--- src/rtl/mips_alu_pkg.sv ---
// Shared ALU issue encodings: alu_op codes, MIPS opcode/funct values, decoded entry.
// No logic; pure constants and types.
// Used by alu_decode and alu_issue.
package mips_alu_pkg;

  localparam logic [4:0] ALU_SLL  = 5'b00000;
  localparam logic [4:0] ALU_SRL  = 5'b00010;
  localparam logic [4:0] ALU_SRA  = 5'b00011;
  localparam logic [4:0] ALU_SLLV = 5'b00100;
  localparam logic [4:0] ALU_SRLV = 5'b00110;
  localparam logic [4:0] ALU_SRAV = 5'b00111;
  localparam logic [4:0] ALU_JAL  = 5'b01000;
  localparam logic [4:0] ALU_ADD  = 5'b10000;
  localparam logic [4:0] ALU_ADDU = 5'b10001;
  localparam logic [4:0] ALU_SUB  = 5'b10010;
  localparam logic [4:0] ALU_SUBU = 5'b10011;
  localparam logic [4:0] ALU_AND  = 5'b10100;
  localparam logic [4:0] ALU_OR   = 5'b10101;
  localparam logic [4:0] ALU_XOR  = 5'b10110;
  localparam logic [4:0] ALU_NOR  = 5'b10111;
  localparam logic [4:0] ALU_LUI  = 5'b11000;
  localparam logic [4:0] ALU_SLT  = 5'b11010;
  localparam logic [4:0] ALU_SLTU = 5'b11011;

  localparam logic [5:0] OP_RTYPE = 6'b000000;
  localparam logic [5:0] OP_JAL   = 6'b000011;
  localparam logic [5:0] OP_ADDI  = 6'b001000;
  localparam logic [5:0] OP_ADDIU = 6'b001001;
  localparam logic [5:0] OP_SLTI  = 6'b001010;
  localparam logic [5:0] OP_SLTIU = 6'b001011;
  localparam logic [5:0] OP_ANDI  = 6'b001100;
  localparam logic [5:0] OP_ORI   = 6'b001101;
  localparam logic [5:0] OP_XORI  = 6'b001110;
  localparam logic [5:0] OP_LUI   = 6'b001111;

  localparam logic [5:0] F_SLL  = 6'b000000;
  localparam logic [5:0] F_SRL  = 6'b000010;
  localparam logic [5:0] F_SRA  = 6'b000011;
  localparam logic [5:0] F_SLLV = 6'b000100;
  localparam logic [5:0] F_SRLV = 6'b000110;
  localparam logic [5:0] F_SRAV = 6'b000111;
  localparam logic [5:0] F_ADD  = 6'b100000;
  localparam logic [5:0] F_ADDU = 6'b100001;
  localparam logic [5:0] F_SUB  = 6'b100010;
  localparam logic [5:0] F_SUBU = 6'b100011;
  localparam logic [5:0] F_AND  = 6'b100100;
  localparam logic [5:0] F_OR   = 6'b100101;
  localparam logic [5:0] F_XOR  = 6'b100110;
  localparam logic [5:0] F_NOR  = 6'b100111;
  localparam logic [5:0] F_SLT  = 6'b101010;
  localparam logic [5:0] F_SLTU = 6'b101011;

  typedef struct packed {
    logic [4:0]  op;
    logic [31:0] a;
    logic [31:0] b;
    logic [4:0]  wr_reg;
    logic        illegal;
  } issue_t;

endpackage

--- src/rtl/alu_decode.sv ---
// Combinational MIPS ALU instruction decode into op/a/b/wr_reg/illegal.
// Latency: zero (pure combinational).
// Backpressure: none; the issue stage owns all flow control.
module alu_decode
  import mips_alu_pkg::*;
(
  input  logic [31:0] instr,
  input  logic [31:0] pc,
  input  logic [31:0] rs_val,
  input  logic [31:0] rt_val,
  output logic [4:0]  op,
  output logic [31:0] a,
  output logic [31:0] b,
  output logic [4:0]  wr_reg,
  output logic        illegal
);

  logic [5:0]  opcode;
  logic [5:0]  funct;
  logic [15:0] imm;
  logic [31:0] shamt_ext;
  logic [31:0] imm_sext;
  logic [31:0] imm_zext;
  logic        unused_rs_field;

  assign opcode          = instr[31:26];
  assign funct           = instr[5:0];
  assign imm             = instr[15:0];
  assign shamt_ext       = {27'b0, instr[10:6]};
  assign imm_sext        = {{16{imm[15]}}, imm};
  assign imm_zext        = {16'b0, imm};
  // Source register index is resolved upstream; only its value arrives here.
  assign unused_rs_field = ^instr[25:21];

  always_comb begin
    op      = ALU_SLL;
    a       = '0;
    b       = '0;
    wr_reg  = '0;
    illegal = 1'b0;
    case (opcode)
      OP_RTYPE: begin
        a      = rs_val;
        b      = rt_val;
        wr_reg = instr[15:11];
        case (funct)
          F_SLL:  begin op = ALU_SLL; a = shamt_ext; end
          F_SRL:  begin op = ALU_SRL; a = shamt_ext; end
          F_SRA:  begin op = ALU_SRA; a = shamt_ext; end
          F_SLLV: op = ALU_SLLV;
          F_SRLV: op = ALU_SRLV;
          F_SRAV: op = ALU_SRAV;
          F_ADD:  op = ALU_ADD;
          F_ADDU: op = ALU_ADDU;
          F_SUB:  op = ALU_SUB;
          F_SUBU: op = ALU_SUBU;
          F_AND:  op = ALU_AND;
          F_OR:   op = ALU_OR;
          F_XOR:  op = ALU_XOR;
          F_NOR:  op = ALU_NOR;
          F_SLT:  op = ALU_SLT;
          F_SLTU: op = ALU_SLTU;
          default: illegal = 1'b1;
        endcase
      end
      OP_ADDI:  begin op = ALU_ADD;  a = rs_val; b = imm_sext; wr_reg = instr[20:16]; end
      OP_ADDIU: begin op = ALU_ADDU; a = rs_val; b = imm_sext; wr_reg = instr[20:16]; end
      OP_SLTI:  begin op = ALU_SLT;  a = rs_val; b = imm_sext; wr_reg = instr[20:16]; end
      OP_SLTIU: begin op = ALU_SLTU; a = rs_val; b = imm_sext; wr_reg = instr[20:16]; end
      OP_ANDI:  begin op = ALU_AND;  a = rs_val; b = imm_zext; wr_reg = instr[20:16]; end
      OP_ORI:   begin op = ALU_OR;   a = rs_val; b = imm_zext; wr_reg = instr[20:16]; end
      OP_XORI:  begin op = ALU_XOR;  a = rs_val; b = imm_zext; wr_reg = instr[20:16]; end
      OP_LUI:   begin op = ALU_LUI;  b = imm_zext; wr_reg = instr[20:16]; end
      OP_JAL:   begin op = ALU_JAL;  a = pc + 32'd8; wr_reg = 5'd31; end
      default:  illegal = 1'b1;
    endcase
    // Illegal entries travel downstream with every payload field zeroed.
    if (illegal) begin
      op     = ALU_SLL;
      a      = '0;
      b      = '0;
      wr_reg = '0;
    end
  end

endmodule

--- src/rtl/alu_issue.sv ---
// ALU issue stage: registers decoded entries; ALU_ISSUE_SKID_BUF_EN adds a skid entry.
// Latency: one cycle from accept to out_valid.
// Backpressure: in_ready = !out_valid || out_ready, or registered skid-empty with the macro.
module alu_issue
  import mips_alu_pkg::*;
(
  input  logic        clk,
  input  logic        rst,
  input  logic        in_valid,
  output logic        in_ready,
  input  logic [31:0] instr,
  input  logic [31:0] pc,
  input  logic [31:0] rs_val,
  input  logic [31:0] rt_val,
  input  logic        flush,
  output logic        out_valid,
  input  logic        out_ready,
  output logic [4:0]  alu_op,
  output logic [31:0] alu_a,
  output logic [31:0] alu_b,
  output logic [4:0]  wr_reg,
  output logic        illegal
);

  logic [4:0]  dec_op;
  logic [31:0] dec_a;
  logic [31:0] dec_b;
  logic [4:0]  dec_wr_reg;
  logic        dec_illegal;
  issue_t      dec;
  issue_t      main_q;
  logic        main_vld;
  logic        accept;
  logic        drain;

  alu_decode u_decode (
    .instr   (instr),
    .pc      (pc),
    .rs_val  (rs_val),
    .rt_val  (rt_val),
    .op      (dec_op),
    .a       (dec_a),
    .b       (dec_b),
    .wr_reg  (dec_wr_reg),
    .illegal (dec_illegal)
  );

  assign dec    = '{op: dec_op, a: dec_a, b: dec_b, wr_reg: dec_wr_reg, illegal: dec_illegal};
  assign drain  = main_vld && out_ready;
  // A flush drops the incoming beat even though in_ready was shown.
  assign accept = in_valid && in_ready && !flush;

`ifdef ALU_ISSUE_SKID_BUF_EN
  issue_t skid_q;
  logic   skid_vld;

  assign in_ready = !skid_vld;

  always_ff @(posedge clk or posedge rst) begin
    if (rst) begin
      main_q   <= '0;
      main_vld <= 1'b0;
      skid_q   <= '0;
      skid_vld <= 1'b0;
    end else if (flush) begin
      main_vld <= 1'b0;
      skid_vld <= 1'b0;
    end else if (skid_vld) begin
      if (drain) begin
        main_q   <= skid_q;
        skid_vld <= 1'b0;
      end
    end else if (accept) begin
      if (!main_vld || drain) begin
        main_q   <= dec;
        main_vld <= 1'b1;
      end else begin
        skid_q   <= dec;
        skid_vld <= 1'b1;
      end
    end else if (drain) begin
      main_vld <= 1'b0;
    end
  end
`else
  assign in_ready = !main_vld || out_ready;

  always_ff @(posedge clk or posedge rst) begin
    if (rst) begin
      main_q   <= '0;
      main_vld <= 1'b0;
    end else if (flush) begin
      main_vld <= 1'b0;
    end else if (accept) begin
      main_q   <= dec;
      main_vld <= 1'b1;
    end else if (drain) begin
      main_vld <= 1'b0;
    end
  end
`endif

  assign out_valid = main_vld;
  assign alu_op    = main_q.op;
  assign alu_a     = main_q.a;
  assign alu_b     = main_q.b;
  assign wr_reg    = main_q.wr_reg;
  assign illegal   = main_q.illegal;

endmodule

--- config.mk ---
export PLATFORM = sky130hd
export DESIGN_NAME = alu_issue
export DESIGN_NICKNAME = d
export VERILOG_FILES = /design/src/rtl/mips_alu_pkg.sv /design/src/rtl/alu_decode.sv /design/src/rtl/alu_issue.sv
export SDC_FILE = /design/constraint.sdc
export NUM_CORES = 1
export LEC_CHECK = 0
export ABC_AREA = 1
export CELL_PAD_IN_SITES_DETAIL_PLACEMENT = 1
export CELL_PAD_IN_SITES_GLOBAL_PLACEMENT = 1
export CORE_ASPECT_RATIO = 1.1
export CORE_MARGIN = 5
export CORE_UTILIZATION = 26
export CTS_CLUSTER_DIAMETER = 50
export DETAILED_ROUTE_END_ITERATION = 6
export GPL_TIMING_DRIVEN = 0
export PLACE_DENSITY = 0.76
export REMOVE_ABC_BUFFERS = 1
export SLEW_MARGIN = 0
export SYNTH_ARGS = -nofsm -noshare
export SYNTH_HDL_FRONTEND = slang
export SYNTH_SLANG_ARGS = --single-unit
export TNS_END_PERCENT = 1
--- constraint.sdc ---
create_clock -name clk -period 2.5 [get_ports clk]
set_clock_uncertainty 0.05 [all_clocks]
set_input_delay 0.5 -clock clk [delete_from_list [all_inputs] [get_ports clk]]
set_output_delay 0.5 -clock clk [all_outputs]
set_load 0.02 [all_outputs]
==> Word level (Yosys, flattened, before mapping) <==
Cells that the tools add are included.
{ "totals": {"in_bits": 133, "ff_bits": 76, "output_inout_bits": 77, "elab_cells": 64} }
{ "classes": {"bitwise": 1, "eq_ne": 24, "addsub": 1, "reduce_logical": 17, "muxes": 15} }
{ "op_table": {"columns": ["operator", "count"], "rows": [
  ["case mux 32 bit (3 select lines)", 2],
  ["2-to-1 mux 32 bit", 3],
  ["case mux 5 bit (15 select lines)", 1],
  ["== test 6 bit (second input constant)", 10],
  ["case mux 5 bit (10 select lines)", 1],
  ["== test 6 x 4 -> 1 bit (second input constant)", 8],
  ["adder 32 x 4 -> 32 bit (second input constant)", 1],
  ["== test 6 x 2 -> 1 bit (second input constant)", 3],
  ["== test 6 x 3 -> 1 bit (second input constant)", 3],
  ["OR reduction 16 bit", 1],
  ["case mux 5 bit (3 select lines)", 1],
  ["logical NOT 6 bit", 2],
  ["2-to-1 mux 5 bit", 2],
  ["OR reduction 9 bit", 1],
  ["OR reduction 4 bit", 2],
  ["OR reduction 8 bit", 1],
  ["OR reduction 7 bit", 1],
  ["2-to-1 mux 1 bit", 4],
  ["logical AND 1 bit", 3],
  ["nonzero test 3 bit", 1],
  ["OR reduction 3 bit", 1],
  ["logical NOT 1 bit", 2],
  ["case mux 1 bit (2 select lines)", 1],
  ["AND reduction 2 bit", 1],
  ["other kinds (2)", 2]
]} }

==> Depth between registers and ports, before layout <==
{ "depth": {"word_depth": 6, "mapped_depth": 11, "depth_no_buf": 11} }

==> Modules after synthesis <==
From an unflattened synthesis, not the netlist that was laid out.
{ "unflattened": {"cells_unflattened": 787, "area_unflattened_um2": 5313.8} }
{ "by_module_without_submodules": {"columns": ["mod", "cells_per_inst", "area_per_inst_um2", "instances", "seq_area_each_um2"], "rows": [
  ["alu_issue", 332, 3035.4, 1, 1901.8],
  ["alu_decode", 455, 2278.4, 1, 0.0]
]} }

==> Worst setup path after synthesis <==
No wires, ideal clock.
{ "synth_path": {"path_type": "in2reg", "from": "input pc[3]", "to": "register main_q, in the netlist alu_a[23]", "path_slack_ns": 0.759, "arrival_time_ns": 1.575, "cell_stages": 10, "n_path_buf": 0, "setup_ns": 0.116, "t_required_ns": 2.334, "path_cell_list": "ha_1 nand2_1 nor2_1 nand2_1 nor2_1 nand3_1 nand3_1 nand2_1 nand2_1 nand2_1"} }
{ "synth_between": {"elab_chain_cells": 3} }
{ "synth_lines": {"columns": ["element", "line_no", "rtl"], "rows": [
  ["from (decl)", "alu_issue.sv:12", "input logic [31:0] pc,"],
  ["adder 32 x 4 -> 32 bit", "alu_decode.sv:74", "OP_JAL: begin op = ALU_JAL; a = pc + 32'd8; wr_reg = 5'd31; end"],
  ["case mux 32 bit (3 select lines)", "alu_decode.sv:41", "case (opcode)"],
  ["2-to-1 mux 32 bit", "alu_decode.sv:78", "if (illegal) begin"],
  ["to (signal assigned)", "alu_issue.sv:90", "main_q <= '0;"],
  ["to (signal assigned)", "alu_issue.sv:95", "main_q <= dec;"],
  ["to (decl)", "alu_issue.sv:31", "issue_t main_q;"]
]} }
Every way passes these cells.
A chain may end at the register's enable or synchronous reset.

==> Worst setup path in the final report <==
{ "layout_path": {"from": "input instr[29]", "to": "register main_q, in the netlist alu_a[18]"} }
{ "layout_between": {"elab_chain_cells": 4, "word_cells_on_any_way": 15, "classes_between": "9 x eq/ne; 3 x mux; 3 x reduce/logical"} }
{ "layout_lines": {"columns": ["element", "line_no", "rtl"], "rows": [
  ["from (decl)", "alu_issue.sv:11", "input logic [31:0] instr,"],
  ["== test 6 x 4 -> 1 bit or == test 6 x 2 -> 1 bit (tied branches)", "alu_decode.sv:41", null],
  ["OR reduction 7 bit (no source line) or OR reduction 9 bit (tied branches)", null, null],
  ["case mux 32 bit (3 select lines) or case mux 1 bit (2 select lines) (tied branches)", "alu_decode.sv:41", null],
  ["2-to-1 mux 32 bit (*)", "alu_decode.sv:78", null]
]} }
Every way passes the cells marked *; elsewhere a longest branch is shown, timed or not.

==> impl_metrics.py <==
metrics = {
    "die": {
        "initial_utilization": 0.262,
        "core_sq_um": 18200,
        "die_w_um": 139,
        "dieHeight_um": 152,
        "die_area_sq_um": 21200,
        "rows": 52,
        "io_pins": 210,
    },
    "layout": {
        "final_core_util": 0.415,
        "area_growth_pct": 58.3,
        "final_nets": 1068,
        "antenna_cells": 0,
        "design_area_sq_um": 7550,
        "drive_above_1_share": 0.0639,
        "post_layout_nonfiller_instances": 1182,
    },
    "worst_setup_path": {
        "startpoint": "instr[29]",
        "r2r_end": "alu_op[2]",
        "endpoint_kind": "flip-flop",
        "crit_path_top_delay_cell": "clkdlybuf4s50_1",
        "path_depth": 9,
        "crit_chain": "clkdlybuf4s50_1 -> nor2_1 -> nand3_2 -> nand3_2 -> nand3_4 -> nor2_4 -> buf_4 -> nand2_1 -> nand2_1",
        "rrSetupSlack_ns": 0.66,
        "path_delay_family": "simple AND/OR/NAND/NOR gates",
        "startpoint_type": "input pin",
        "max_stage_delay_ns": 0.51,
        "path_class": "input pin to flip-flop",
        "cp.required_ns": 2.72,
        "crit_arrival_ns": 2.61,
        "cp_num_buf_inv": 2,
        "r2r-start": "out_valid",
        "reg2reg_depth": 6,
        "crit_fanout": 12,
        "cp-endpoint": "alu_a[18]",
    },
    "detailed_routing": {
        "detail_route.wl_per_cell_um": 17.3,
        "remaining_drc_errors": 0,
        "via_per_inst": 4.74,
        "ant_nets": 0,
        "drt_first_pass_iters": 4,
        "wl_um": 20500,
        "drtIter0Drc": 301,
        "num_vias": 5597,
    },
    "synth": {
        "netlist_area_sq_um": 4770,
        "synth_edf_count": 0,
        "ys_warn_count": 0,
        "synth_top_area_frac": 0.399,
        "async_flop_share": 1.00,
        "synth_area_leaders": "dfrtp_1 40%, nand2_1 28%, nand3_1 6.8%",
        "synth_top_area_cell": "dfrtp_1",
        "synth_cell_type_count": 33,
        "yosysSeqAreaShare": 0.399,
        "postSynthCellCount": 732,
        "synth.avg_cell_area_sq_um": 6.52,
        "synth_flop_cell": "dfrtp_1",
        "synth.ff_latch_count": 76,
    },
    "cts": {
        "numCtsBuffers": 9,
        "clock-sinks": 76,
        "cts_buffer_depth": 2,
        "tritoncts": "yes",
        "htree_levels": 3,
        "cts-root-buf": "clkbuf_16",
        "clkTransAtPathRegs_ns": 0.06,
        "clkLatencyLatePin_ns": 0.34,
    },
    "job": {
        "max-cap-violations": 0,
    },
    "timing": {
        "clock.fmax_mhz": 419,
        "setup_ws_ns": 0.114,
        "grt_setup_unrepaired": "false",
        "finalCriticalPeriod_ns": 2.39,
        "hold_ws_ns": 0.401,
        "hold_viol": 0,
        "finalSetupViolations": 0,
        "slew_headroom": 0.410,
        "drv_slew": 0,
        "tightest_slew_ns": 0.881,
        "finalSetupTns_ns": 0,
        "min_period_over_period": 0.954,
    },
    "grt": {
        "grt_overflow_total": 0,
        "grt_max_degree": 76,
        "first_global_vias": 5817,
        "grt_pass1_wl_um": 31900,
        "grtUsageTotal": 0.188,
        "antenna_found_initial": 0,
    },
    "power": {
        "vdd_drop_max_mv": 0.305,
        "seq_power_share": 0.382,
        "power_switching_mw": 0.852,
        "intPower_mw": 2.43,
        "combPwrFrac": 0.169,
        "fin_total_pwr_mw": 3.28,
        "power_density_nw_per_um2": 434,
        "p_leak_nw": 3.56,
        "clock_power_share": 0.449,
        "p_sw_frac": 0.260,
    },
    "place": {
        "gp_congestion": 0.890,
        "place_inst": 1152,
        "port_buffers": 204,
        "hpwl_um": 14300,
        "place_area_sq_um": 7040,
        "place_ws_ns": -1.51,
    },
    "worst_hold_path": {
        "hp-class": "input pin to async pin",
    },
    "outcome": {
        "status": "complete, no violations",
    },
}
-- area by class of cell --
cell class | instances | area (sq um)
Clock buffer | 11 | 243
Clock inverter | 5 | 85.1
Fill cell | 2297 | 10700
Inverter | 51 | 206
Multi-Input combinational cell | 580 | 2600
Sequential cell | 76 | 1900
Tap cell | 243 | 304
Timing Repair Buffer | 216 | 2210
-- cells in the mapped netlist, types with 4 or more instances --
cell type	instances
inv_2	7
nand4_1	4
nand3_1	65
a22oi_1	15
nor2_1	55
dfrtp_1	76
buf_2	14
clkbuf_1	11
inv_1	43
nor2_2	5
o211ai_1	4
o21bai_1	7
o21ai_0	35
a21oi_1	12
nand2_1	353
-- placed cells by master, fill, tap and decap left out, types with 7 or more instances in the layout --
master           instances
a21oi_1                 12
o21ai_0                 35
nor2_2                   8
nand3_1                 63
nand2_1                353
clkbuf_16                9
a22oi_1                 15
inv_1                   41
o21bai_1                 7
dfrtp_1                 76
buf_4                    7
clkdlybuf4s50_1        204
nor2_1                  53
-- what timing repair did --
action                     in CTS  in global routing
setup endpoints to repair      75                 35
cloned                          3                  1
pin swaps                       4                  2
hold buffers                    0                  0
gates resized for setup         6                  6
buffers inserted                6                  4
-- how the worst min path moves through the flow --
| stage | startpoint | cells past startpoint | endpoint | slack (ns) |
|---|---|---|---|---|
| floorplan | flush | 1 | out_valid | 0.51 |
| global placement | alu_a[14] | 2 | alu_a[14] | 0.41 |
| detailed placement | alu_a[7] | 2 | alu_a[7] | 0.41 |
| CTS | rst | 2 | alu_a[17] | 0.40 |
| global route | rst | 2 | alu_a[29] | 0.41 |
| finish | rst | 2 | alu_a[15] | 0.40 |
-- worst register-to-register path, cell delays in order (launching register included) --
cell     delay, ns
dfrtp_1       0.35
inv_1         0.05
nor2_2        0.21
nor3_4        0.07
buf_12        0.15
inv_4         0.60
o21ai_0       0.21
-- layer usage --
metal | global-route usage | vias up | wire (um)
met5 | 0 | - | 0
met2 | 0.334 | 165 | 10300
li1 | - | 2739 | -
met1 | 0.230 | 2675 | 8650
met4 | 0.0336 | 0 | 235
met3 | 0.0516 | 18 | 1330
-- cell families after synthesis --
logic type,after synthesis,synth area share
fa+ha+maj,1,0.00262
simple gates,494,0.424
buf+inv,80,0.0716
xor+xnor,1,0.00184
flops,76,0.399
compound gates,80,0.101
-- power by group through the flow --
stage / registers, mW / logic (mW) / clock network, mW
after floorplan: 1.29 / 0.166 / 0
after global placement: 1.28 / 0.517 / 0
after detailed placement: 1.28 / 0.531 / 0
after CTS: 1.25 / 0.548 / 1.52
after global routing: 1.25 / 0.600 / 1.57
final: 1.25 / 0.553 / 1.47
(Power assumes the default switching activity.)
